--- src/rtl/pc_fetch_unit.sv ---
// -----------------------------------------------------------------------------
// pc_fetch_unit
//
// Program-counter and instruction-fetch sequencer. It presents the current PC
// to instruction memory, latches the returned word into the instruction
// register (IR), exposes the opcode to the control unit for one EXEC cycle,
// and then applies the control unit's PCWre/PCSrc decision to advance the
// PC or halt.
//
// Ports:
//   CLK          in   1   system clock, rising-edge active
//   Reset        in   1   synchronous active-high reset
//   instr_req    out  1   fetch request (high in FETCH)
//   instr_addr   out  32  fetch address (equals pc)
//   instr_rdata  in   32  instruction word from memory
//   instr_valid  in   1   instr_rdata valid, sampled only in FETCH
//   instr        out  32  instruction register
//   op           out  6   instr[31:26] for the control unit
//   ir_valid     out  1   high for exactly the EXEC cycle
//   PCWre        in   1   0 = halt, 1 = advance PC (sampled in EXEC)
//   PCSrc        in   1   1 = take branch (sampled in EXEC)
//   imm          in   16  branch word offset (sampled in EXEC)
//   Jump         in   1   jump request (only with FETCH_JUMP_EN)
//   pc           out  32  current PC
//   halted       out  1   sticky halt indication
//   retired      out  32  instructions completed with PCWre=1 (wraps)
//
// Configuration macro:
//   FETCH_JUMP_EN  when defined, an EXEC cycle with PCWre=1 and Jump=1 loads
//                  PC with {(PC+4)[31:28], instr[25:0], 2'b00}; Jump has
//                  priority over PCSrc. When undefined, Jump is ignored.
// -----------------------------------------------------------------------------
module pc_fetch_unit #(
    parameter logic [31:0] RESET_PC = 32'h0000_0000
) (
    input  logic        CLK,
    input  logic        Reset,
    output logic        instr_req,
    output logic [31:0] instr_addr,
    input  logic [31:0] instr_rdata,
    input  logic        instr_valid,
    output logic [31:0] instr,
    output logic [5:0]  op,
    output logic        ir_valid,
    input  logic        PCWre,
    input  logic        PCSrc,
    input  logic [15:0] imm,
    input  logic        Jump,
    output logic [31:0] pc,
    output logic        halted,
    output logic [31:0] retired
);

    // PC is always word aligned, including the reset value.
    localparam logic [31:0] RESET_PC_ALIGNED = {RESET_PC[31:2], 2'b00};

    typedef enum logic [1:0] {
        S_FETCH = 2'd0,
        S_EXEC  = 2'd1,
        S_HALT  = 2'd2
    } state_t;

    state_t      state_q, state_d;
    logic [31:0] pc_q, pc_d;
    logic [31:0] ir_q, ir_d;
    logic [31:0] retired_q, retired_d;

    // -------------------------------------------------------------------------
    // Next-PC candidates. All arithmetic is 32-bit and wraps naturally.
    // -------------------------------------------------------------------------
    logic [31:0] pc_plus4;
    logic [31:0] branch_off;
    logic [31:0] pc_branch;
    logic [31:0] pc_next;

    assign pc_plus4   = pc_q + 32'd4;
    // Sign-extended word offset, already shifted to a byte offset.
    assign branch_off = {{14{imm[15]}}, imm, 2'b00};
    assign pc_branch  = pc_plus4 + branch_off;

`ifdef FETCH_JUMP_EN
    logic [31:0] pc_jump;

    // Region-relative jump: keep the top nibble of the sequential PC.
    assign pc_jump = {pc_plus4[31:28], ir_q[25:0], 2'b00};

    always_comb begin
        pc_next = pc_plus4;
        if (Jump) begin
            pc_next = pc_jump;
        end else if (PCSrc) begin
            pc_next = pc_branch;
        end
    end
`else
    // Jump is part of the port list in every build but has no function here.
    logic unused_jump;
    assign unused_jump = Jump;

    always_comb begin
        pc_next = pc_plus4;
        if (PCSrc) begin
            pc_next = pc_branch;
        end
    end
`endif

    // -------------------------------------------------------------------------
    // Next-state logic. Inputs are only consulted in the state that owns them:
    // instr_valid in FETCH, PCWre/PCSrc/imm/Jump in EXEC.
    // -------------------------------------------------------------------------
    always_comb begin
        state_d   = state_q;
        pc_d      = pc_q;
        ir_d      = ir_q;
        retired_d = retired_q;

        case (state_q)
            S_FETCH: begin
                if (instr_valid) begin
                    ir_d    = instr_rdata;
                    state_d = S_EXEC;
                end
            end

            S_EXEC: begin
                if (PCWre) begin
                    pc_d      = pc_next;
                    retired_d = retired_q + 32'd1;
                    state_d   = S_FETCH;
                end else begin
                    // PC and retire count freeze at the halting instruction.
                    state_d = S_HALT;
                end
            end

            S_HALT: begin
                state_d = S_HALT;
            end

            default: begin
                // Unused encoding: recover by refetching at the current PC.
                state_d = S_FETCH;
            end
        endcase
    end

    // -------------------------------------------------------------------------
    // State registers. Reset wins over everything, so a memory response that
    // lands on the reset cycle is dropped along with the outstanding fetch.
    // -------------------------------------------------------------------------
    always_ff @(posedge CLK) begin
        if (Reset) begin
            state_q   <= S_FETCH;
            pc_q      <= RESET_PC_ALIGNED;
            ir_q      <= 32'd0;
            retired_q <= 32'd0;
        end else begin
            state_q   <= state_d;
            pc_q      <= pc_d;
            ir_q      <= ir_d;
            retired_q <= retired_d;
        end
    end

    // -------------------------------------------------------------------------
    // Outputs: decoded purely from registered state, no input-to-output paths.
    // -------------------------------------------------------------------------
    assign instr_req  = (state_q == S_FETCH);
    assign instr_addr = pc_q;
    assign ir_valid   = (state_q == S_EXEC);
    assign halted     = (state_q == S_HALT);
    assign instr      = ir_q;
    assign op         = ir_q[31:26];
    assign pc         = pc_q;
    assign retired    = retired_q;

endmodule

--- config.mk ---
export PLATFORM = sky130hd
export DESIGN_NAME = pc_fetch_unit
export DESIGN_NICKNAME = d
export VERILOG_FILES = /design/src/rtl/pc_fetch_unit.sv
export SDC_FILE = /design/constraint.sdc
export NUM_CORES = 1
export LEC_CHECK = 0
export ABC_AREA = 1
export CORE_MARGIN = 2
export CORE_UTILIZATION = 45
export CTS_CLUSTER_SIZE = 28
export DETAILED_ROUTE_END_ITERATION = 7
export GPL_TIMING_DRIVEN = 0
export HOLD_SLACK_MARGIN = 0.08
export PLACE_DENSITY_LB_ADDON = 0.1
export SYNTH_ARGS = -nofsm -noshare
export SYNTH_HDL_FRONTEND = slang
export SYNTH_SLANG_ARGS = --single-unit
--- constraint.sdc ---
create_clock -name CLK -period 3.1 [get_ports CLK]
set_clock_uncertainty 0.1 [all_clocks]
set_input_delay 0.62 -clock CLK [delete_from_list [all_inputs] [get_ports CLK]]
set_output_delay 0.62 -clock CLK [all_outputs]
set_load 0.02 [all_outputs]
; ---- Yosys cells after proc, flatten, opt, wreduce, memory -nomap -nowiden
; Cells that the tools add are included.
[classes]
addsub = 3
eq_ne = 3
mux = 4
reduce_logical = 3
[op_table]
columns = op, count
row1 = $add 32x1->32 const B, 1
row2 = $add 32x3->32 const B, 1
row3 = $add 32x32->32, 1
row4 = $mux 32, 1
row5 = $pmux 2 s3, 1
row6 = $mux 2, 2
row7 = $reduce_and 2->1, 2
row8 = $eq 2x1->1 const B, 1
row9 = $eq 2x2->1 const B, 1
row10 = $logic_not 2->1, 1
row11 = $ne 2x1->1 const B, 1
[word_totals]
ff_bits = 98
inputBits = 54
output_inout_bits = 137
wordCells = 17

; ---- Depth between registers and ports, before layout
; Gate-level depths: netlist (run 1).
[depth]
depth_word = 3
mapped_depth = 24
ltp_nobuf = 24

; ---- Least setup slack after synthesis (run 1)
; Ideal clock, no wire load.
[synth_timing]
kind = register to register
start = register pc_q[2] (netlist: instr_addr[2])
end = register pc_q[27] (netlist: instr_addr[27])
setup_time_ns = 0.132
t_arrival_ns = 2.574
t_required_ns = 2.868
slack_ns = 0.293
path_stages_with_launch = 18
n_path_buf = 0
period_less_slack_ns = 2.807
cell_sequence = dfxtp_1 ha_1 inv_1 nor2_2 nand2_1 nor2_1 xor2_1 inv_1 ha_1 nand2_1 nor2_1 nand2_1 nor3_1 nand2_1 nand3_1 nand3_1 nand2_1 a21oi_1
[synth_between]
elab_chain_len = 3
[synth_lines]
columns = item, line
row1 = "start, declared", 64  ; logic [31:0] pc_q, pc_d;
row2 = "start signal, assigned", 160  ; pc_q <= pc_d;
row3 = $add 32x3->32 *, 76  ; assign pc_plus4 = pc_q + 32'd4;
row4 = $add 32x32->32, 79  ; assign pc_branch = pc_plus4 + branch_off;
row5 = $mux 32 *, 102  ; if (PCSrc) begin
; Mark *: on every way between the ends. The rest lies on a longest branch, timed or not.
; A chain may end at the register's enable or synchronous reset.

; ---- Final worst setup path (run 1)
[layout_timing]
start = register pc_q[2] (netlist: instr_addr[2])
end = register pc_q[12] (netlist: instr_addr[12])
; Same word-level chain as after synthesis.

==> flow_summary.html, run 1 <==
<table>
<tr><th>Metric</th><th>Value</th></tr>
<tr><th colspan="2">Status</th></tr>
<tr><td>Status</td><td>complete, no violations</td></tr>
<tr><th colspan="2">Die</th></tr>
<tr><td>Floorplan die height</td><td>135 um</td></tr>
<tr><td>Die area</td><td>0.0181 mm^2</td></tr>
<tr><td>Total I/O pin count</td><td>191</td></tr>
<tr><td>Starting density of the core</td><td>0.462</td></tr>
<tr><td>Width of the die</td><td>135 um</td></tr>
<tr><td>Placeable core region</td><td>0.0166 mm^2</td></tr>
<tr><td>Num rows</td><td>47</td></tr>
<tr><th colspan="2">Min path</th></tr>
<tr><td>Worst min-delay path startpoint</td><td>instr[22]</td></tr>
<tr><td>Hold-critical path endpoint</td><td>instr[22]</td></tr>
<tr><td>Number of instances on the worst hold path</td><td>2</td></tr>
<tr><td>Class of the tightest hold or removal check</td><td>reg -&gt; reg</td></tr>
<tr><th colspan="2">STA</th></tr>
<tr><td>Final period util</td><td>0.979</td></tr>
<tr><td>Final worst path period need</td><td>3.03 ns</td></tr>
<tr><td>Transition time at the pin with the least slew margin</td><td>0.827 ns</td></tr>
<tr><td>Peak clock frequency supported by timing</td><td>0.330 GHz</td></tr>
<tr><td>Final Hold Vio Count</td><td>0</td></tr>
<tr><td>Number of setup violations in the final report</td><td>0</td></tr>
<tr><td>Remaining max-slew budget at the tightest pin</td><td>0.449</td></tr>
<tr><td>Setup repair after global routing missed its margin</td><td>true</td></tr>
<tr><td>Count of final max-slew check failures</td><td>0</td></tr>
<tr><th colspan="2">Yosys</th></tr>
<tr><td>Count of distinct cell types in the synthesized netlist</td><td>43</td></tr>
<tr><td>Flop and latch count out of synthesis</td><td>96</td></tr>
<tr><td>Post-synthesis sequential area ratio</td><td>0.250</td></tr>
<tr><td>Fraction of synthesis flops using an asynchronous set or reset pin</td><td>0</td></tr>
<tr><td>Area leader, netlist</td><td>dfxtp_1</td></tr>
<tr><td>Area share of the leading cell type in the synthesized netlist</td><td>0.250</td></tr>
<tr><td>Most instantiated flip-flop cell in the synthesis netlist</td><td>dfxtp_1</td></tr>
<tr><td>Cell types with the largest area share after synthesis</td><td>dfxtp_1, nand2_1, inv_1</td></tr>
<tr><td>Synthesized area per cell</td><td>6.01 um^2</td></tr>
<tr><td>Area of the mapped netlist</td><td>0.00769 mm^2</td></tr>
<tr><td>Count of flip-flops with a built-in enable after synthesis</td><td>0</td></tr>
<tr><td>Cells after Synth</td><td>1,280</td></tr>
<tr><td>Number of warnings printed during yosys synthesis</td><td>0</td></tr>
<tr><th colspan="2">Final layout</th></tr>
<tr><td>Post-Route Utilization</td><td>0.662</td></tr>
<tr><td>Layout fillers</td><td>1,553</td></tr>
<tr><td>Antenna cell count</td><td>0</td></tr>
<tr><td>Number of standard cells in the layout, taps in and fillers out</td><td>1,726</td></tr>
<tr><td>Share of layout cells above drive strength 1</td><td>0.170</td></tr>
<tr><td>Synth-to-layout area growth</td><td>43.3%</td></tr>
<tr><td>Final net count</td><td>1,594</td></tr>
<tr><th colspan="2">GRT</th></tr>
<tr><td>Maximum number of pins on one net before global-route repair</td><td>23</td></tr>
<tr><td>Overflow left after global routing</td><td>0</td></tr>
<tr><td>Global router's overall resource usage</td><td>0.269</td></tr>
<tr><td>Antenna violations before repair</td><td>0</td></tr>
<tr><td>Number of global-route vias before repair</td><td>7,730</td></tr>
<tr><td>Wire length of the first global-routing pass</td><td>38,800 um</td></tr>
<tr><th colspan="2">Route</th></tr>
<tr><td>Final routed wirelength across all metal layers</td><td>25,800 um</td></tr>
<tr><td>Iter 0 DRT Violations</td><td>667</td></tr>
<tr><td>Number of nets still failing antenna checks after routing</td><td>0</td></tr>
<tr><td>1st-pass router iterations</td><td>5</td></tr>
<tr><td>Post-DR vias/cell</td><td>5.02</td></tr>
<tr><td>DRC viols</td><td>0</td></tr>
<tr><td>Detail-routed net length per standard cell</td><td>14.9 um</td></tr>
<tr><td>Total number of vias</td><td>8,664</td></tr>
<tr><th colspan="2">Pwr</th></tr>
<tr><td>Cell-internal power</td><td>2320 uW</td></tr>
<tr><td>Net switching share of the total power</td><td>0.323</td></tr>
<tr><td>Leakage power total</td><td>0.00496 uW</td></tr>
<tr><td>Net switching power</td><td>1110 uW</td></tr>
<tr><td>Power density relative to cell area</td><td>311 mW/mm^2</td></tr>
<tr><td>Seq pwr share</td><td>0.391</td></tr>
<tr><td>Combinational group share of total power</td><td>0.263</td></tr>
<tr><td>Clk network pwr share</td><td>0.346</td></tr>
<tr><td>Worst VDD drop</td><td>310 uV</td></tr>
<tr><th colspan="2">Setup path</th></tr>
<tr><td>FF-to-FF End</td><td>instr_addr[12]</td></tr>
<tr><td>Critical path fanouts, max</td><td>8</td></tr>
<tr><td>Launch instance of the worst register-to-register path</td><td>instr_addr[2]</td></tr>
<tr><td>Critical Path Sink Type</td><td>flop</td></tr>
<tr><td>Required time of the critical path</td><td>3.26 ns</td></tr>
<tr><td>Cell Chain, Critical Path</td><td>ha_2, inv_1, nor2_4, nand2_4, xnor2_2, ha_1, nand2_1, inv_1, nand2_1, nand2_1, inv_1, nand3_2, nand2_1, inv_1, o21ai_0, nand3_1, a21oi_1</td></tr>
<tr><td>Max stage delay on crit path</td><td>0.42 ns</td></tr>
<tr><td>Worst-case reg-to-reg path depth</td><td>17</td></tr>
<tr><td>Worst setup slack for register-to-register paths</td><td>0.07 ns</td></tr>
<tr><td>Number of buffers and inverters on the critical path</td><td>4</td></tr>
<tr><td>Worst Setup Path Type</td><td>reg -&gt; reg</td></tr>
<tr><td>Startpoint type of the worst setup path</td><td>flop</td></tr>
<tr><td>Worst path slowest cell</td><td>dfxtp_4</td></tr>
<tr><td>Cell family with most CP delay</td><td>simple AND/OR/NAND/NOR gates</td></tr>
<tr><td>Data arrival time at the worst-slack endpoint</td><td>3.20 ns</td></tr>
<tr><th colspan="2">CTS</th></tr>
<tr><td>Total CTS buffers</td><td>9</td></tr>
<tr><td>CTS tree</td><td>yes</td></tr>
<tr><td>Clock slew seen by the registers of the worst setup and hold paths</td><td>0.07 ns</td></tr>
<tr><td>CTS root buf</td><td>clkbuf_16</td></tr>
<tr><td>TritonCTS Sinks</td><td>96</td></tr>
<tr><td>Depth of the CTS H-tree</td><td>3</td></tr>
<tr><td>Clock Path Buffers</td><td>2</td></tr>
<tr><td>Source-to-sink clock delay at the later pin of the worst-skew pair</td><td>0.35 ns</td></tr>
<tr><th colspan="2">Placed design</th></tr>
<tr><td>Gpl congestion</td><td>0.949</td></tr>
<tr><td>Placed cell count</td><td>1,687</td></tr>
<tr><td>Count of buffers from port buffering</td><td>184</td></tr>
<tr><td>Post-detailed-placement half-perimeter wirelength</td><td>19,900 um</td></tr>
<tr><th colspan="2">Run</th></tr>
<tr><td>Max-cap violations</td><td>0</td></tr>
</table>
power groups by stage:
stage / Combinational, uW / Sequential, uW / Clock (uW)
2_1_floorplan: 419 / 1420 / 0
4_1_cts: 829 / 1340 / 1200
5_1_grt: 977 / 1350 / 1240
6_report: 899 / 1340 / 1190
3_3_place_gp: 812 / 1370 / 0
3_5_place_dp: 819 / 1370 / 0
per-stage QoR:
step	area (um^2)	setup WS, ns	TNS (ns)	total power (uW)	hold slack (ns)
floorplan	7700	0.293	0	1840	0.461
global placement	9820	-0.469	-5.35	2180	0.362
detailed placement	9820	-0.515	-6.27	2190	0.371
CTS	10300	0.00322	0	3380	0.387
global route	11000	-0.0855	-0.321	3560	0.400
finish	11000	0.0665	0	3420	0.383
cell usage in the layout, fill, tap and decap left out, types with 5 or more instances in the layout:
cell type,netlist,layout
dfxtp_1,96,71
ha_4,0,13
o21ai_1,5,5
xnor2_1,9,6
buf_2,6,6
nand2_4,0,6
a21oi_1,70,64
buf_4,40,62
nor3_1,26,24
nor3_4,1,5
clkbuf_16,0,9
nand3_1,70,64
xor2_2,1,6
ha_1,38,21
o21ai_0,52,52
a31oi_1,9,9
nand2_2,9,29
nand3_2,4,10
a21oi_2,1,7
nand3b_1,5,5
nor2_4,4,23
dfxtp_4,0,16
nor2_1,167,132
clkdlybuf4s50_1,0,183
inv_1,178,176
dfxtp_2,0,9
nand2_1,375,349
nand4_1,16,16
clkbuf_1,23,23
o21a_1,5,5
nor2_2,10,26
xor2_1,33,26
final cells by class:
class,count,area [um^2],area share
plain buffers,70,420,0.0382
well taps,220,275,0.0250
inverters,182,688,0.0625
clock inverters,7,87.6,0.00795
multi-input cells,935,5310,0.482
clock buffers,9,225,0.0204
repair buffers,207,2010,0.183
flip-flops and latches,96,1990,0.181
worst max-delay path by stage:
stage / from / to / slack (ns) / depth (start not counted)
detailed placement: instr_addr[10] / instr_addr[30] / -0.51 / 16
global route: instr_addr[6] / instr_addr[27] / -0.09 / 18
finish: instr_addr[2] / instr_addr[12] / 0.07 / 17
CTS: instr_addr[3] / instr_addr[24] / 0.003 / 18
floorplan: instr_addr[2] / instr_addr[27] / 0.29 / 17
global placement: instr_addr[10] / instr_addr[30] / -0.47 / 16
kinds of logic after synthesis:
group,share of synthesized area
and+or+nand+nor,0.389
AOI/OAI and AO/OA,0.102
adders and majority gates,0.0644
buffers and inverters,0.144
other,0.000488
xor gates and xnor gates,0.0500
DFF,0.250
routing by layer:
metal,wire length [um],global-route usage,vias to the layer above
li1,-,-,4409
met1,11600,0.372,3888
met2,11800,0.440,323
met3,1780,0.0387,44
met4,641,0.0725,0
met5,0,0,-
sequential cells by signal (all words and copies together) (netlist names):
name,flops
instr,32
instr_addr,30
state_q,2
retired,32
tightest hold or removal path: stages (launching register included):
cell and delay [ns]:
dfxtp_1 0.33, nor2_1 0.04, nor2_1 0.08
synthesized netlist by cell type, types with 2 or more instances:
library cell  instances
or2_1                 2
nand2_1             375
nor2_4                4
nand3_2               4
o21ai_0              52
nand3_1              70
inv_2                 3
buf_4                40
nor3b_1               2
nor2_2               10
a21oi_1              70
dfxtp_1              96
o21a_1                5
nand4_1              16
o21ai_1               5
xor2_1               33
nand3b_1              5
buf_2                 6
clkbuf_1             23
ha_1                 38
xnor2_1               9
nor3_1               26
and3_1                2
inv_1               178
a31oi_1               9
a21o_1                2
nor2_1              167
nor3_2                5
nand2_2               9
what timing repair did:
item                       4_1_cts  5_1_grt
buffers inserted                 3       20
hold buffers                     0        0
setup endpoints to repair       20       20
pin swaps                        2       29
hold endpoints to repair         0        0
resized for setup               36      149
Note: power is estimated with default switching activity, not from simulation.
==> run 2, diff against run 1 <==
- MAX_ROUTING_LAYER: unset -> met4
- SKIP_LAST_GASP: unset -> 1
==> flow_summary.html, run 2 (synthesis results as in run 1) <==
<table>
<tr><th>Metric</th><th>Value</th></tr>
<tr><th colspan="2">Setup path</th></tr>
<tr><td>Required time of the critical path</td><td>3.20 ns (-0.06 ns)</td></tr>
<tr><td>Max stage delay on crit path</td><td>0.40 ns (-0.02 ns)</td></tr>
<tr><td>Number of buffers and inverters on the critical path</td><td>1 (-3)</td></tr>
<tr><td>Startpoint type of the worst setup path</td><td>flop</td></tr>
<tr><td>Cell family with most CP delay</td><td>simple AND/OR/NAND/NOR gates</td></tr>
<tr><td>Worst path slowest cell</td><td>dfxtp_4</td></tr>
<tr><td>Cell Chain, Critical Path</td><td>nand2_2, nor2_4, nand2_1, nor2_4, xor2_4, ha_4, nand2_2, inv_1, nand2_1, nand2_1, nand3b_1, nand2_1, nand2_1, nand2_1, nand3_1, nand2_1, a21oi_1</td></tr>
<tr><td>Critical Path Sink Type</td><td>flop</td></tr>
<tr><td>Data arrival time at the worst-slack endpoint</td><td>3.12 ns (-0.08 ns)</td></tr>
<tr><td>Worst Setup Path Type</td><td>reg -&gt; reg</td></tr>
<tr><td>Crit-path most repeated cell</td><td>nand2_1</td></tr>
<tr><td>Critical path fanouts, max</td><td>5 (-3)</td></tr>
<tr><th colspan="2">GRT</th></tr>
<tr><td>Number of global-route vias before repair</td><td>7,795 (+0.84%)</td></tr>
<tr><td>Antenna violations before repair</td><td>0 (unchanged)</td></tr>
<tr><td>Wire length of the first global-routing pass</td><td>38,800 um (about the same)</td></tr>
<tr><td>Global router's overall resource usage</td><td>0.276 (+0.00658)</td></tr>
<tr><td>Maximum number of pins on one net before global-route repair</td><td>23 (unchanged)</td></tr>
<tr><td>Overflow left after global routing</td><td>0 (unchanged)</td></tr>
<tr><th colspan="2">Pwr</th></tr>
<tr><td>Worst VDD drop</td><td>285 uV (-8.1%)</td></tr>
<tr><td>Leakage power total</td><td>0.00490 uW (-1.1%)</td></tr>
<tr><td>Power density relative to cell area</td><td>310 mW/mm^2 (-0.22%)</td></tr>
<tr><th colspan="2">Final layout</th></tr>
<tr><td>Antenna cell count</td><td>0 (unchanged)</td></tr>
<tr><td>Synth-to-layout area growth</td><td>41.1%</td></tr>
<tr><td>Highest-count cells in the layout ignoring fill and taps</td><td>nand2_1, clkdlybuf4s50_1, inv_1</td></tr>
<tr><td>Leading cell type in the layout, fill and taps excluded</td><td>nand2_1</td></tr>
<tr><td>Post-Route Utilization</td><td>0.652 (-0.0102)</td></tr>
<tr><td>Share of layout cells above drive strength 1</td><td>0.157 (-0.0129)</td></tr>
<tr><td>Final net count</td><td>1,590 (-0.25%)</td></tr>
<tr><th colspan="2">Die</th></tr>
<tr><td>Starting density of the core</td><td>0.462 (unchanged)</td></tr>
<tr><td>Total I/O pin count</td><td>191 (unchanged)</td></tr>
<tr><td>Placeable core region</td><td>0.0166 mm^2 (unchanged)</td></tr>
<tr><td>Floorplan die height</td><td>135 um (unchanged)</td></tr>
<tr><td>Die area</td><td>0.0181 mm^2 (unchanged)</td></tr>
<tr><td>Width of the die</td><td>135 um (unchanged)</td></tr>
<tr><td>Num rows</td><td>47 (unchanged)</td></tr>
<tr><th colspan="2">Run</th></tr>
<tr><td>Max-cap violations</td><td>0 (unchanged)</td></tr>
<tr><th colspan="2">STA</th></tr>
<tr><td>Number of setup violations in the final report</td><td>0 (unchanged)</td></tr>
<tr><td>Remaining max-slew budget at the tightest pin</td><td>0.540 (+0.0914)</td></tr>
<tr><td>Worst slack on hold paths</td><td>0.382 ns (-0.000322 ns)</td></tr>
<tr><td>Final period util</td><td>0.974 (-0.00415)</td></tr>
<tr><td>Peak clock frequency supported by timing</td><td>0.331 GHz (+0.43%)</td></tr>
<tr><td>Setup repair after global routing missed its margin</td><td>true</td></tr>
<tr><td>Transition time at the pin with the least slew margin</td><td>0.690 ns (-0.137 ns)</td></tr>
<tr><td>Final worst path period need</td><td>3.02 ns (-0.0129 ns)</td></tr>
<tr><td>Final Hold Vio Count</td><td>0 (unchanged)</td></tr>
<tr><td>Setup ws final</td><td>0.0794 ns (+0.0129 ns)</td></tr>
<tr><td>Count of final max-slew check failures</td><td>0 (unchanged)</td></tr>
<tr><th colspan="2">CTS</th></tr>
<tr><td>Source-to-sink clock delay at the later pin of the worst-skew pair</td><td>0.34 ns (about the same)</td></tr>
<tr><td>Total CTS buffers</td><td>9 (unchanged)</td></tr>
<tr><td>Clock slew seen by the registers of the worst setup and hold paths</td><td>0.07 ns (about the same)</td></tr>
<tr><td>Depth of the CTS H-tree</td><td>3 (unchanged)</td></tr>
<tr><td>CTS root buf</td><td>clkbuf_16</td></tr>
<tr><td>CTS tree</td><td>yes</td></tr>
<tr><td>Number of hold buffers added after cts</td><td>0 (unchanged)</td></tr>
<tr><td>Clock Path Buffers</td><td>2 (unchanged)</td></tr>
<tr><td>TritonCTS Sinks</td><td>96 (unchanged)</td></tr>
<tr><th colspan="2">Min path</th></tr>
<tr><td>Class of the tightest hold or removal check</td><td>reg -&gt; reg</td></tr>
<tr><th colspan="2">Route</th></tr>
<tr><td>Detail-routed net length per standard cell</td><td>14.7 um (-1.9%)</td></tr>
<tr><td>Final routed wirelength across all metal layers</td><td>25,200 um (-2.1%)</td></tr>
<tr><td>Total number of vias</td><td>8,670 (+0.069%)</td></tr>
<tr><td>1st-pass router iterations</td><td>6 (+1)</td></tr>
<tr><td>Post-DR vias/cell</td><td>5.03 (+0.30%)</td></tr>
<tr><td>Number of nets still failing antenna checks after routing</td><td>0 (unchanged)</td></tr>
<tr><td>Iter 0 DRT Violations</td><td>624 (-6.4%)</td></tr>
<tr><td>DRC viols</td><td>0 (unchanged)</td></tr>
<tr><th colspan="2">Status</th></tr>
<tr><td>Status</td><td>complete, no violations</td></tr>
<tr><th colspan="2">Placed design</th></tr>
<tr><td>Count of buffers from port buffering</td><td>184 (unchanged)</td></tr>
<tr><td>Gpl congestion</td><td>0.964 (+1.6%)</td></tr>
<tr><td>DP Worst Slack</td><td>-0.438 ns (+0.0768 ns)</td></tr>
<tr><td>Post-detailed-placement half-perimeter wirelength</td><td>19,800 um (-0.49%)</td></tr>
</table>
[run 2: cell count changes in the layout (fill, tap and decap cells not counted), sizes merged]
cell,previous run,this run
buf,70,66
clkinv,4,3
clkinvlp,1,2
[run 2: worst paths after layout]
check	end	depth (start not counted)	slack [ns]	startpoint
worst max-delay path	instr_addr[22]	17	0.08	instr_addr[10]
worst min-delay path	instr[17]	2	0.38	instr[17]
worst max register to register	instr_addr[22]	17	0.08	instr_addr[10]
worst min register to register	instr[17]	2	0.38	instr[17]
[run 2: repair_timing]
item                                    CTS  global route
setup buffers                             3            16
pin swaps                                 2            23
endpoints found under the setup margin   20            20
gates resized for setup                  31           134
[run 2: tightest hold or removal path, cell delays in order, from the launching register on]
cell     delay (ns)
dfxtp_1        0.33
nor2_1         0.05
nor2_1         0.08
[run 2: metrics by stage]
| step | cells | instance area [um^2] | setup TNS (ns) | total power (uW) |
|---|---|---|---|---|
| floorplan | 1283 | 7700 | 0 | 1840 |
| global placement | 1687 | 9820 | -5.32 | 2180 |
| detailed placement | 1687 | 9820 | -5.72 | 2190 |
| CTS | 1706 | 10200 | -0.0183 | 3330 |
| global route | 1722 | 10800 | -0.275 | 3520 |
| finish | 1722 | 10800 | 0 | 3360 |
[run 2: cell type report]
class                      instances  area, um^2
buffer                            70         420
timing repair buffer             203        1990
sequential                        96        1990
fill                            1558        5800
clock buffer                       9         225
multi-input combinational        935        5180
inverter                         182         684
tap                              220         275
clock inverter                     7        78.8
[run 2: power breakdown]
group	switching (uW)	total [uW]	leakage, uW	internal (uW)
logic	498	883	0.00396	385
registers	56.3	1340	0.000799	1280
clock network	507	1140	0.000144	634
total	1060	3360	0.00490	2300
[run 2: routing by layer]
| layer | vias to the layer above | track usage | part of all wire |
|---|---|---|---|
| met3 | 45 | 0.0413 | 0.070 |
| met5 | - | - | 0 |
| met1 | 3885 | 0.379 | 0.45 |
| met4 | 0 | 0.0760 | 0.026 |
| met2 | 340 | 0.423 | 0.45 |
| li1 | 4400 | - | - |
==> RTL edit 1: new RTL, flow settings as in run 2 <==
The option `FETCH_JUMP_EN` is turned on by a define.
--- a/src/rtl/pc_fetch_unit.sv
+++ b/src/rtl/pc_fetch_unit.sv
@@ -30,6 +30,8 @@
 //                  PC with {(PC+4)[31:28], instr[25:0], 2'b00}; Jump has
 //                  priority over PCSrc. When undefined, Jump is ignored.
 // -----------------------------------------------------------------------------
+`define FETCH_JUMP_EN
+
 module pc_fetch_unit #(
     parameter logic [31:0] RESET_PC = 32'h0000_0000
 ) (
Formal check against the unedited RTL: not equivalent (a bounded check fails within 4 cycles, from zero or initial values and one cycle with Reset high).
==> RTL edit 1 against run 2 <==
Total power increased by 3.4%; setup slack better by 0.045 ns; area after synthesis shrank 2.6%; cell area shrank 0.65%; count of clock-buffer cells in the layout is 2 higher; wire length rose by 7.5%; clock power down 6%; worst hold slack improved by 0.018 ns; sequential cell count unchanged; critical path type unchanged.
==> RTL edit 1: results (changes against run 2) <==
Clock network:
- The H-tree depth is 3 (unchanged).
- The post-cts gate resize count is 45 (+45%).

Critical path:
- The critical path's largest stage delay came to 0.37 ns (-0.03 ns).
- The endpoint identified for the worst register-to-register timing path is instr_addr[29].
- The critical register-to-register path startpoint is instr_addr[8].
- The count of cells along the worst register-to-register path came to 17 (unchanged).
- The data arrival at the endpoint of the critical path is 3.06 ns (-0.06 ns).
- The end of the critical path is instr_addr[29].

Placement:
- The post-placement worst setup slack is -0.5175 ns (-0.07976 ns).
- The number of input and output port buffers inserted was 186 (+1.1%).
- The weighted congestion reported at the end of routability-driven placement was 0.9585 (-0.53%).
- The cell area after placement is 9637 um2 (-1.8%).
- The sum of net half-perimeters after detailed placement came to 21.61 mm (+9.1%).

Global routing:
- The global routing usage on met1 is 39.04% (+1.2 points).
- The global-route track usage on met3 is 4.789% (+0.66 points).
- The global-route wire length before repair is 41.53 mm (+7.0%).
- The met2 usage was 52.10% (+9.8 points).
- The via count of the first global-routing pass is 7737 (-0.74%).

Layout:
- The share of final-layout standard cells stronger than drive strength 1 came to 16.49% (+0.78 points).
- The number of inserted filler cells in the final layout is 1545 (-0.83%).
- The total number of nets in the final design is 1545 (-2.8%).

STA:
- The transition time of the tightest slew-check pin is 0.9131 ns (+0.2231 ns).
- The minimum hold slack is 0.4002 ns (+0.01797 ns).
- The clock period minus worst slack is 2.976 ns (-0.04474 ns).

Route:
- The met2 layer wire length in the routed design came to 13.10 mm (+15%).
- The per-cell via count in the routed design is 5.047 (+0.24%).
- The wire length on met3 was 1.660 mm (-6.5%).
- The average wire length per cell after detail routing came to 16.20 um (+11%).
- The initial detailed-routing violation count was 537 (-14%).
- The wire length the detailed router placed on met1 came to 11.88 mm (+4.0%).

Power and ir drop:
- The leakage power came to 4.842 nW (-1.3%).
- The worst supply voltage drop on vdd was 317.0 uV (+11%).

Min path:
- The worst hold path endpoint is retired[8].
- In this run the most critical hold path is launched from retired[8].
- The worst hold path belongs to the class register to register.

Synth:
- The compound-gate portion of the synthesized area is 14.60% (+4.4 points).
- The xor/xnor cell area share of the yosys netlist was 4.444% (-0.55 points).
- The commonest cells after synthesis are sky130_fd_sc_hd__nand2_1 (311), sky130_fd_sc_hd__nor2_1 (165), sky130_fd_sc_hd__inv_1 (153).
- The synthesized-area fraction occupied by adder cells was 6.617% (+0.17 points).
- Sorting the synthesized cells by area gives the leading types as sky130_fd_sc_hd__dfxtp_1 (26%), sky130_fd_sc_hd__nand2_1 (16%), sky130_fd_sc_hd__nor2_1 (8.3%), sky130_fd_sc_hd__inv_1 (7.7%), sky130_fd_sc_hd__a21oi_1 (6.8%).
- The sequential cell area fraction in the yosys report is 25.66% (+0.67 points).

Outcome:
- The flow ran to the end, and the final reports show no timing, DRC or antenna violations.
-- RTL edit 1: cell count changes after synthesis, sizes merged, moves of 4 or more --
cell,delta
o21bai,+5
nand4,-6
o21ai,+24
xor2,-8
nor2,-9
nand2,-70
clkbuf,+4
inv,-21
a31oi,-5
a21oi,+30
-- RTL edit 1: per-stage QoR --
stage,cells,util (%)
floorplan,1234,-
global placement,1640,58.74
detailed placement,1640,58.74
CTS,1657,61.49
global route,1675,65.68
finish,1675,65.68
-- RTL edit 1: final cells by class --
cell class              count  area, um2  area share, %
plain buffers              71      417.9          3.878
clock inverters             3      45.04         0.4180
flip-flops and latches     96       1991          18.47
multi-input cells         904       5189          48.15
clock buffers              11      232.7          2.160
well taps                 220      275.3          2.554
repair buffers            207       2014          18.69
inverters                 163      611.8          5.677
-- RTL edit 1: power breakdown --
group	internal, W	switching [W]	leakage, nW	total (W)
clock network	0.000617	0.000453	0.128	0.00107
registers	0.00129	0.0000786	0.800	0.00137
logic	0.000445	0.000595	3.91	0.00104
==> RTL edit 2: new RTL, settings of run 2 <==
Without the edit above. Add an input register stage for `imm`; this delays it by one clock. The other inputs are not delayed to match.
--- a/src/rtl/pc_fetch_unit.sv
+++ b/src/rtl/pc_fetch_unit.sv
@@ -60,6 +60,12 @@
         S_HALT  = 2'd2
     } state_t;
 
+    logic [15:0] imm_q;
+
+    always_ff @(posedge CLK) begin
+        imm_q <= imm;
+    end
+
     state_t      state_q, state_d;
     logic [31:0] pc_q, pc_d;
     logic [31:0] ir_q, ir_d;
@@ -75,7 +81,7 @@
 
     assign pc_plus4   = pc_q + 32'd4;
     // Sign-extended word offset, already shifted to a byte offset.
-    assign branch_off = {{14{imm[15]}}, imm, 2'b00};
+    assign branch_off = {{14{imm_q[15]}}, imm_q, 2'b00};
     assign pc_branch  = pc_plus4 + branch_off;
 
 `ifdef FETCH_JUMP_EN
Formal check against the unedited RTL: not equivalent (a bounded check fails within 4 cycles, from zero or initial values and one cycle with Reset high).
==> RTL edit 2 against run 2 <==
Global-route usage is 0.86 points higher; sequential cell count up 16; area after synthesis is 4.1% higher; via count is 2.3% higher; combinational power is 2.7% higher; cell area up 2.2%; cell count increased by 1.1%; worst hold slack better by 0.0024 ns; critical path depth is 3 lower; setup slack worse by 0.014 ns; wire length up 5.0%; total power is 12% higher; critical path type unchanged.
==> RTL edit 2: results (changes against run 2) <==
Critical path:
- In this run the critical register-to-register path is captured at instr_addr[13].
- The data arrival at the endpoint of the critical path is 3.21 ns (+0.09 ns).
- The origin of the worst setup path is instr_addr[7].
- The startpoint identified for the worst register-to-register timing path is instr_addr[7].

Route:
- The average wire length per cell after detail routing is 15.21 um (+3.8%).
- The first-pass iteration count of the detailed router is 7 (+1).
- The wire length the detailed router placed on met1 is 11.39 mm (-0.29%).
- The wire length on met3 is 1.828 mm (+3.0%).
- The initial detailed-routing violation count is 633 (+1.4%).
- The per-cell via count in the routed design is 5.092 (+1.1%).
- The total number of vias came to 8866 (+2.3%).
- The met2 layer wire length in the routed design is 12.58 mm (+10%).

Placement:
- The total instance count after detailed placement is 1715 (+1.7%).
- The post-placement worst setup slack is -0.2659 ns (+0.1718 ns).
- The sum of net half-perimeters after detailed placement is 20.49 mm (+3.5%).

Power and ir drop:
- The leakage power is 5.041 nW (+2.8%).
- The fraction of power spent switching nets came to 31.03% (-0.53 points).
- The clock network power is 0.00131 W (+15%).
- The power density normalized to cell area is 341.0 nW/um2 (+10%).
- The worst supply voltage drop on vdd was 262.9 uV (-7.7%).
- The logic gate share of total power is 24.0% (-2.3 points).

Outcome:
- The run finished with clean final reports.

Synth:
- The sequential cell area fraction in the yosys report is 28.00% (+3.0 points).
- The number of library cell types mapped by synthesis came to 41 (-4.7%).
- The synthesized area per cell was 6.145 um2 (+2.3%).

Min path:
- The path with the worst hold slack has its endpoint at instr[21].
- In this run the most critical hold path is launched from instr[21].

Layout:
- The number of ordinary inverters in the final layout is 201 (+10%).
- The number of buffers other than clock buffers in the final layout was 265 (-2.9%).
- The fraction of standard cell area that is sequential came to 20.93% (+2.6 points).
- The share of final-layout standard cells stronger than drive strength 1 is 13.79% (-1.9 points).
- The total number of nets in the final design is 1605 (+0.94%).

Clock network:
- The number of sinks driven by the clock tree is 112 (+17%).
- The worst-skew pair later-pin latency is 0.36 ns (+0.02 ns).

STA:
- The relative slew slack is 28.24% (-26 points).
- The final critical-path share of the clock period is 97.90% (+0.47 points).

Global routing:
- The overall track demand over capacity in global routing was 28.44% (+0.86 points).
- The global routing usage on met1 is 36.88% (-1.0 points).
- The global-route track usage on met3 came to 5.077% (+0.95 points).
- The via count of the first global-routing pass is 7943 (+1.9%).
[RTL edit 2: changes by cell type after synthesis, sizes merged, moves of 2 or more]
cell / before / now
or2: 2 / 0
a21oi: 71 / 64
inv: 181 / 201
xor2: 34 / 26
a31oi: 9 / 11
nor3: 32 / 30
o21ai: 57 / 64
nand3: 75 / 73
o21a: 5 / 3
dfxtp: 96 / 112
xnor2: 9 / 12
nand2: 384 / 390
nor2: 181 / 170
nand4: 16 / 22
[RTL edit 2: timing repair]
action                     4_1_cts  5_1_grt
setup buffers                    1       10
pin swaps                        0       15
gates resized for setup         28      120
setup endpoints to repair       17       21
[RTL edit 2: cells by family after synthesis]
family	share of synthesized area, %
xor gates and xnor gates	4.251
other	0.04684
AOI/OAI and AO/OA	9.908
adders and majority gates	6.189
buffers and inverters	14.63
DFF	28.00
and+or+nand+nor	36.97
